--- config.mk ---
export PLATFORM = sky130hd
export DESIGN_NAME = reaction_game_core
export DESIGN_NICKNAME = d
export VERILOG_FILES = /design/src/rtl/reaction_game_core.sv
export SDC_FILE = /design/constraint.sdc
export NUM_CORES = 1
export LEC_CHECK = 0
export CAP_MARGIN = 25
export CELL_PAD_IN_SITES_DETAIL_PLACEMENT = 2
export CELL_PAD_IN_SITES_GLOBAL_PLACEMENT = 2
export CORE_UTILIZATION = 42
export DETAILED_ROUTE_END_ITERATION = 8
export GPL_ROUTABILITY_DRIVEN = 1
export PLACE_DENSITY_LB_ADDON = 0.3
export SLEW_MARGIN = 20
export SYNTH_ARGS = -nofsm -noshare
export SYNTH_HDL_FRONTEND = slang
export SYNTH_SLANG_ARGS = --single-unit
--- constraint.sdc ---
create_clock -name Clock -period 10.2 [get_ports Clock]
set_input_delay 1.02 -clock Clock [delete_from_list [all_inputs] [get_ports Clock]]
set_output_delay 1.02 -clock Clock [all_outputs]
set_load 0.01 [all_outputs]
--- src/rtl/reaction_game_core.sv ---
// reaction_game_core: multi-round reaction-timer game core.
//   Waits a pseudo-random delay, lights the green LED, times the player's hit
//   in ticks and stores one score per round. Detects false starts (hits before
//   green), scores missed rounds as MISS, and tracks the best score and the
//   per-game average.
// Ports:
//   Clock, CLRN                    system clock, async active-low reset
//   buttonStart/Hit/Reset          raw debounced levels, synchronised here
//   GreenLed                       high while in GO
//   RedLed                         high in FOUL and in DONE
//   State                          IDLE=0 ARM=1 GO=2 SCORE=3 FOUL=4 DONE=5
//   RoundIdx                       round in progress / last stored
//   LastScore, BestScore           latest score, minimum score this game
//   AvgScore                       game average, non-zero only in DONE
//   ScoreValid                     one-cycle pulse when a score is stored
module reaction_game_core #(
   parameter int unsigned DIV        = 50000,
   parameter int unsigned ROUNDS     = 4,
   parameter int unsigned SCORE_W    = 13,
   parameter int unsigned MIN_DELAY  = 1000,
   parameter int unsigned DELAY_MASK = 2047
) (
   input  logic                      Clock,
   input  logic                      CLRN,
   input  logic                      buttonStart,
   input  logic                      buttonHit,
   input  logic                      buttonReset,
   output logic                      GreenLed,
   output logic                      RedLed,
   output logic [2:0]                State,
   output logic [$clog2(ROUNDS)-1:0] RoundIdx,
   output logic [SCORE_W-1:0]        LastScore,
   output logic [SCORE_W-1:0]        BestScore,
   output logic [SCORE_W-1:0]        AvgScore,
   output logic                      ScoreValid
);

   localparam int unsigned IDX_W = $clog2(ROUNDS);
   localparam int unsigned PRE_W = $clog2(DIV);
   localparam int unsigned SUM_W = SCORE_W + IDX_W;
   localparam int unsigned DLY_W = 32;
   localparam logic [SCORE_W-1:0] MISS    = '1;
   localparam logic [SCORE_W-1:0] MISS_M1 = MISS - SCORE_W'(1);

   typedef enum logic [2:0] {
      IDLE  = 3'd0,
      ARM   = 3'd1,
      GO    = 3'd2,
      SCORE = 3'd3,
      FOUL  = 3'd4,
      DONE  = 3'd5
   } stateT;

   stateT              state, stateNext;
   logic [2:0]         startSync, hitSync, rstSync;
   logic               startEdge, hitEdge, rstEdge;
   logic [PRE_W-1:0]   preCnt;
   logic               tick;
   logic [15:0]        lfsr;
   logic               lfsrFb;
   logic [DLY_W-1:0]   delayCnt, delayNext, delayLoad;
   logic [SCORE_W-1:0] scoreCnt, scoreNext;
   logic [IDX_W-1:0]   idxNext;
   logic [SCORE_W-1:0] lastNext, bestNext, avgNext;
   logic [SCORE_W-1:0] mem [ROUNDS];
   logic               memWe, memClr;
   logic [SUM_W-1:0]   scoreTotal;

   // Button synchronisers and rising-edge detect; untouched by soft reset so a
   // held button never produces a second edge.
   always_ff @(posedge Clock or negedge CLRN) begin
      if (!CLRN) begin
         startSync <= '0;
         hitSync   <= '0;
         rstSync   <= '0;
      end else begin
         startSync <= {startSync[1:0], buttonStart};
         hitSync   <= {hitSync[1:0], buttonHit};
         rstSync   <= {rstSync[1:0], buttonReset};
      end
   end

   assign startEdge = startSync[1] & ~startSync[2];
   assign hitEdge   = hitSync[1] & ~hitSync[2];
   assign rstEdge   = rstSync[1] & ~rstSync[2];

   // Tick prescaler; soft reset realigns it like a hard reset.
   always_ff @(posedge Clock or negedge CLRN) begin
      if (!CLRN)                preCnt <= '0;
      else if (rstEdge || tick) preCnt <= '0;
      else                      preCnt <= preCnt + PRE_W'(1);
   end

   assign tick = (preCnt == PRE_W'(DIV - 1));

   // Free-running LFSR x^16+x^14+x^13+x^11; deliberately kept across soft reset.
   assign lfsrFb = lfsr[15] ^ lfsr[13] ^ lfsr[12] ^ lfsr[10];

   always_ff @(posedge Clock or negedge CLRN) begin
      if (!CLRN) lfsr <= 16'hACE1;
      else       lfsr <= {lfsr[14:0], lfsrFb};
   end

   assign delayLoad = DLY_W'(MIN_DELAY) + DLY_W'(lfsr & 16'(DELAY_MASK));

   // Game total with the score being stored substituted for its memory slot.
   always_comb begin
      scoreTotal = '0;
      for (int i = 0; i < ROUNDS; i++) begin
         scoreTotal = scoreTotal +
                      SUM_W'((IDX_W'(i) == RoundIdx) ? scoreCnt : mem[i]);
      end
   end

   // Next-state and datapath decisions.
   always_comb begin
      stateNext = state;
      delayNext = delayCnt;
      scoreNext = scoreCnt;
      idxNext   = RoundIdx;
      lastNext  = LastScore;
      bestNext  = BestScore;
      avgNext   = AvgScore;
      memWe     = 1'b0;
      memClr    = 1'b0;
      if (rstEdge) begin
         stateNext = IDLE;
         delayNext = '0;
         scoreNext = '0;
         idxNext   = '0;
         lastNext  = '0;
         bestNext  = '1;
         avgNext   = '0;
         memClr    = 1'b1;
      end else begin
         unique case (state)
            IDLE, DONE: begin
               if (startEdge) begin
                  stateNext = ARM;
                  delayNext = delayLoad;
                  idxNext   = '0;
                  bestNext  = '1;
                  avgNext   = '0;
                  memClr    = 1'b1;
               end
            end
            ARM: begin
               // A hit landing exactly as green comes on counts as a zero score.
               if (delayCnt == '0) begin
                  scoreNext = '0;
                  stateNext = hitEdge ? SCORE : GO;
               end else if (hitEdge) begin
                  stateNext = FOUL;
               end else if (tick) begin
                  delayNext = delayCnt - DLY_W'(1);
               end
            end
            GO: begin
               // Saturation wins over a simultaneous hit.
               if (tick && (scoreCnt == MISS_M1)) begin
                  scoreNext = MISS;
                  stateNext = SCORE;
               end else if (hitEdge) begin
                  stateNext = SCORE;
               end else if (tick) begin
                  scoreNext = scoreCnt + SCORE_W'(1);
               end
            end
            FOUL: begin
               if (tick) begin
                  scoreNext = MISS;
                  stateNext = SCORE;
               end
            end
            SCORE: begin
               memWe    = 1'b1;
               lastNext = scoreCnt;
               bestNext = (scoreCnt < BestScore) ? scoreCnt : BestScore;
               if (RoundIdx == IDX_W'(ROUNDS - 1)) begin
                  stateNext = DONE;
                  avgNext   = SCORE_W'(scoreTotal >> IDX_W);
               end else begin
                  stateNext = ARM;
                  idxNext   = RoundIdx + IDX_W'(1);
                  delayNext = delayLoad;
               end
            end
            default: stateNext = IDLE;
         endcase
      end
   end

   // State and registered outputs; LEDs follow the next state so they line up with State.
   always_ff @(posedge Clock or negedge CLRN) begin
      if (!CLRN) begin
         state      <= IDLE;
         delayCnt   <= '0;
         scoreCnt   <= '0;
         RoundIdx   <= '0;
         LastScore  <= '0;
         BestScore  <= '1;
         AvgScore   <= '0;
         ScoreValid <= 1'b0;
         GreenLed   <= 1'b0;
         RedLed     <= 1'b0;
      end else begin
         state      <= stateNext;
         delayCnt   <= delayNext;
         scoreCnt   <= scoreNext;
         RoundIdx   <= idxNext;
         LastScore  <= lastNext;
         BestScore  <= bestNext;
         AvgScore   <= avgNext;
         ScoreValid <= memWe;
         GreenLed   <= (stateNext == GO);
         RedLed     <= (stateNext == FOUL) || (stateNext == DONE);
      end
   end

   // Per-round score memory.
   always_ff @(posedge Clock or negedge CLRN) begin
      if (!CLRN) begin
         for (int i = 0; i < ROUNDS; i++) mem[i] <= '0;
      end else if (memClr) begin
         for (int i = 0; i < ROUNDS; i++) mem[i] <= '0;
      end else if (memWe) begin
         mem[RoundIdx] <= scoreCnt;
      end
   end

   assign State = state;

endmodule
-- After elaboration in Yosys (flattened, before gate mapping)
Index checks and enable logic that the tools add are counted.
- $add $sub $neg: 8
- reductions and logical operators: 18
- eq/ne operators: 25
- bitwise operators: 10
- multiplexer cells: 53
- magnitude comparators: 3
- operators with widths (operator ; count):
    13-bit two-way mux ; 19
    32-bit two-way mux ; 6
    52-bit two-way mux ; 2
    32-bit case mux with 3 select lines ; 1
    52-bit bitwise mux ; 1
    13-bit case mux with 2 select lines ; 2
    13-bit case mux with 3 select lines ; 1
    32-bit logical NOT ; 1
    32-bit by 1-bit subtractor with 32-bit output (second input constant) ; 1
    3-bit inequality test (second input constant) ; 9
    13-bit demux with 2-bit select ; 1
    3-bit two-way mux ; 8
    16-bit by 1-bit adder with 16-bit output (second input constant) ; 1
    16-bit == test (second input constant) ; 1
    16-bit two-way mux ; 1
    14-bit by 13-bit adder with 15-bit output ; 1
    15-bit by 13-bit adder with 15-bit output ; 1
    3-bit case mux with 5 select lines ; 1
    13-bit by 13-bit adder with 14-bit output ; 1
    13-bit by 1-bit adder with 13-bit output (second input constant) ; 1
    13-bit == test (second input constant) ; 1
    13-bit < comparator ; 1
    10-bit by 11-bit adder with 12-bit output (first input constant) ; 1
    3-bit == test (second input constant) ; 4
    27 further kinds ; 50
- input port bits: 5
- register bits: 185
- logic and storage cells: 136

-- Logic depth before layout (Yosys ltp)
- word-level depth: 8
- mapped depth: 16
- mapped depth without buffers: 15

-- Worst setup path before layout
Ideal clock, no wire load.
- kind: register -> register
- start: reg RoundIdx[0]
- end: reg AvgScore[9]
- data arrival time: 4330 ps
- data required time: 10074 ps
- library setup time: 126 ps
- setup slack: 5744 ps
- buffers on the path: 1
- stages on the path, launching flop included: 17
- period minus slack after synthesis: 4456 ps
- cells stage by stage: dfrtp_1 > inv_1 > ha_1 > clkbuf_1 > mux2_2 > fa_1 > inv_1 > fa_1 > inv_1 > ha_1 > nor2b_1 > o21a_1 > o21a_1 > or4_1 > a221o_1 > nor2_1 > o21ai_0
- cells in the longest elaborated chain, start to end: 8
- elaborated cells between the ends (all ways): 17
- RTL lines (what ; RTL line ; source):
    start: declaration ; 31 ; output logic [$clog2(ROUNDS)-1:0] RoundIdx,
    start signal: assignment ; 210 ; RoundIdx <= idxNext;
    1-bit by 2-bit == test with 1-bit output or 2-bit logical NOT (tied branches) ; 111 ; SUM_W'((IDX_W'(i) == RoundIdx) ? scoreCnt : mem[i]);
    13-bit two-way mux ; 111 ;
    13-bit by 13-bit adder with 14-bit output ; 110 ; scoreTotal = scoreTotal +
    14-bit by 13-bit adder with 15-bit output ; 110 ;
    15-bit by 13-bit adder with 15-bit output ; 110 ;
    13-bit two-way mux ; 179 ; if (RoundIdx == IDX_W'(ROUNDS - 1)) begin
    13-bit case mux with 2 select lines ; 136 ; unique case (state)
    13-bit two-way mux ; 126 ; if (rstEdge) begin
    end signal: assignment ; 213 ; AvgScore <= avgNext;
    end: declaration ; 34 ; output logic [SCORE_W-1:0] AvgScore,
Parallel ways exist; a longest one is shown, timed or not. The select of a mux whose other input is x is not followed.
A chain may end at the register's enable or synchronous reset.

-- Worst setup path after layout
- start: reg RoundIdx[0]
- end: reg AvgScore[11]
The elaborated chain is that of the path after synthesis.

==> summary.md <==
The average wire length per cell after detail routing was 24.6 um. For this run, the leading register cell type out of synthesis is dfrtp_1. The number of CTS-inserted buffers was 17. Setup violations remaining at the end of the flow were counted as 0.

The run finished with clean final reports. The number of standard cells after synthesis came out at 1138. For the final count of pins violating max slew, the log shows 0. The maximum net fanout on the critical path came out at 15. The run gives 0 as the initial antenna violation count. Counting distinct cell types in the post-synthesis netlist gives 68.

For the maximum count of clock buffers along a single path, the log shows 2. The core footprint came out at 24500 um^2. In the final timing run, aggregate negative setup slack is 0 ps. The run gives 8810 as the total via count after detailed routing. In this run the vertical extent of the chip is 161 um.

CTS placed an instance of clkbuf_16 at the clock tree root. The floorplan has 57 rows. The logs give 38.5% for the max-slew headroom at the worst pin and 43.2% for the initial standard-cell utilization of the core. The area overhead of the layout relative to synthesis came out at 14.2%. Entering global routing, the biggest net connects 71 pins.

The number of diodes is 0. The critical path is of the reg2reg type. For this design, the sink count on the clock tree is 185. The number of instances in the placed design is 1475, and the post-route fraction of the period consumed by the critical path is 48.1%. The total routed wirelength is 37100 um, and the number of buffers added to fix hold violations after cts is 0. Among all cell types in the netlist, the one instantiated most often is nand2_1. The clock reaches the later pin of the worst-skew pair after 460 ps. In this run the cell area of the synthesized design comes to 10600 um^2. The worst hold path belongs to the class reg2reg. Required time reported for the critical path endpoint: 10550 ps. The total routing resource utilization after global routing came out at 30.3%. The first global-routing pass estimated 59700 um of wire. For the pin with the worst max-slew slack, the measured transition is 922 ps. The count of cells in the finished layout, fillers not included, comes to 1508. The logs give 0 for the DRC violation count after routing and 5260 ps for the data arrival at the endpoint of the critical path. The fraction of the yosys area taken by sequential cells was 44.1%.

For this design the top-level I/O count stands at 52. The overall die area was 25800 um^2. For this block, the initial DRC count from the detailed router was 476.

The post-CTS clock slew at the launch and capture registers of the worst setup and hold paths is 80 ps. The logs give 1203 for the post-synth net total and 116 uV for the highest ir drop seen on vdd. The top-area cell type share of the netlist area was 38.9%. The die is 161 um wide. For the final layout net count, the log shows 1236. For the final weighted congestion in routability-driven placement, the log shows 0.861. The synthesized design contains 0 enable-type register cells.

The number of synthesized register bits is 185, and the hold violation total from the final report is 0. Maximum clock frequency: 204 MHz. Input and output buffers added on the ports amount to 51.

The average instance in the mapped netlist occupies 9.28 um^2. Via-per-instance ratio: 5.84. The synthesized design spends more area on one cell type than any other, namely dfrtp_1.

The startpoint type of the worst setup path is a flip-flop. After clock tree synthesis, the setup repair step added 0 buffers. Across the run, the number of max-cap violations was 0. The power density of the placed cells is 157 nW/um^2, and the minimum clock period after layout is 4910 ps. Cells with a size suffix above 1 make up 11.6% of the layout.

After layout, the worst setup slack is 5290 ps. Number of resized instances in the post-cts repair step: 0. The post-synthesis async set-or-reset flop share was 100%; the remaining antenna violation count was 0.

The Yosys warning count is 0, and the final hold slack is 355 ps. Setup repair after global routing left no endpoint under its margin. Summed over all nets, the half-perimeter wirelength after detailed placement is 23400 um.

TritonCTS built the clock tree. STA classifies the critical path endpoint as a flip-flop. Summing internal, switching and leakage power gives 1.89 mW.

The post-route clock skew came out at 15.9 ps. For the number of global-route vias before repair, the log shows 10200. Ranked by total cell area, the synthesized netlist is headed by dfrtp_1 39%, nand2_1 6.8%, dfstp_2 5.2%, a21oi_1 5.2%, fa_1 4.9%. Summed over all layers, the global routing overflow is 0.

The first TritonRoute pass finished after 4 iterations. The worst setup slack after placement was 5460 ps. Sorting the synthesized cells by how often they occur yields 191 x nand2_1, 164 x dfrtp_1, 109 x a21oi_1. The tools report the reported leakage power as 5.41 nW. For the total number of H-tree levels, the log shows 4.
## layout make-up
cell class / instances / area, um^2
fill: 2618 / 12400
multi-input combinational: 814 / 5390
sequential: 185 / 4660
timing repair buffer: 70 / 668
clock buffer: 19 / 443
tap: 324 / 405
inverter: 83 / 312
clock inverter: 13 / 190
## metrics by stage
| stage | instance area [um^2] | utilization, % |
|---|---|---|
| 2_1_floorplan | 10600 | - |
| 3_3_place_gp | 11400 | 46.6 |
| 3_5_place_dp | 11400 | 46.6 |
| 4_1_cts | 12000 | 49.2 |
| 5_1_grt | 12100 | 49.3 |
| 6_report | 12100 | 49.3 |
## critical path, stage by stage, from the launching register on
cell      delay (ps)
dfrtp_1          430
inv_1            140
ha_1             680
mux2_2           460
fa_1             560
inv_1             60
fa_1             530
inv_1             40
ha_1             340
nor2b_1          170
o21a_1           190
o21a_1           190
or4_1            470
a21oi_1          270
nand4_1          140
o311ai_0         120
## cell usage in the layout, fill, tap and decap left out, types with 3 or more instances in the layout
master	instances
a21o_1	6
a21oi_1	109
a31oi_1	11
and2_1	3
and3_1	13
and4_1	3
buf_4	17
bufinv_16	4
clkbuf_16	17
clkdlybuf4s50_1	50
dfrtp_1	164
dfstp_2	21
fa_1	26
ha_1	34
inv_1	83
inv_6	3
mux2_2	42
mux2i_1	24
nand2_1	191
nand2b_1	11
nand3_1	24
nand4_1	13
nor2_1	89
nor2b_1	10
nor3_1	12
nor4_1	10
nor4_4	4
o21a_1	3
o21ai_0	63
o31ai_1	5
o41ai_1	7
or3_1	9
or4_1	6
xnor2_1	19
xor2_1	22
## sequential cells by signal (all words and copies together) (netlist names), 13 cells and up
signal	flops
AvgScore	13
lfsr	16
BestScore	13
scoreCnt	13
preCnt	16
LastScore	13
delayCnt	32
mem	52
## report_power, final
group          switching, mW  internal (mW)
Combinational          0.226         0.0955
Clock                  0.333          0.422
Sequential            0.0506          0.767
## final timing paths
check | startpoint | end | slack, ps | cells after the start
min reg2reg | lfsr[14] | lfsr[15] | 360 | 0
min | lfsr[14] | lfsr[15] | 360 | 0
max reg2reg | RoundIdx[0] | AvgScore[11] | 5290 | 15
max in group asynchronous | CLRN | mem[25] | 8250 | 2
min in group asynchronous | CLRN | preCnt[10] | 540 | 1
max | RoundIdx[0] | AvgScore[11] | 5290 | 15
## layer usage
layer / GRT usage (%) / wire, um / vias to the layer above
li1: - / - / 3925
met1: 36.1 / 15000 / 4622
met2: 54.1 / 19600 / 192
met3: 4.21 / 1290 / 71
met4: 13.2 / 1170 / 0
met5: 0 / 0 / -
## kinds of logic after synthesis
kind of cell / synth area share (%)
compound gates: 12.1
xor+xnor: 3.40
fa+ha+maj: 9.05
buf+inv: 5.15
flops: 44.1
mux: 6.75
simple gates: 19.4
Power figures use the tool's default switching activity.
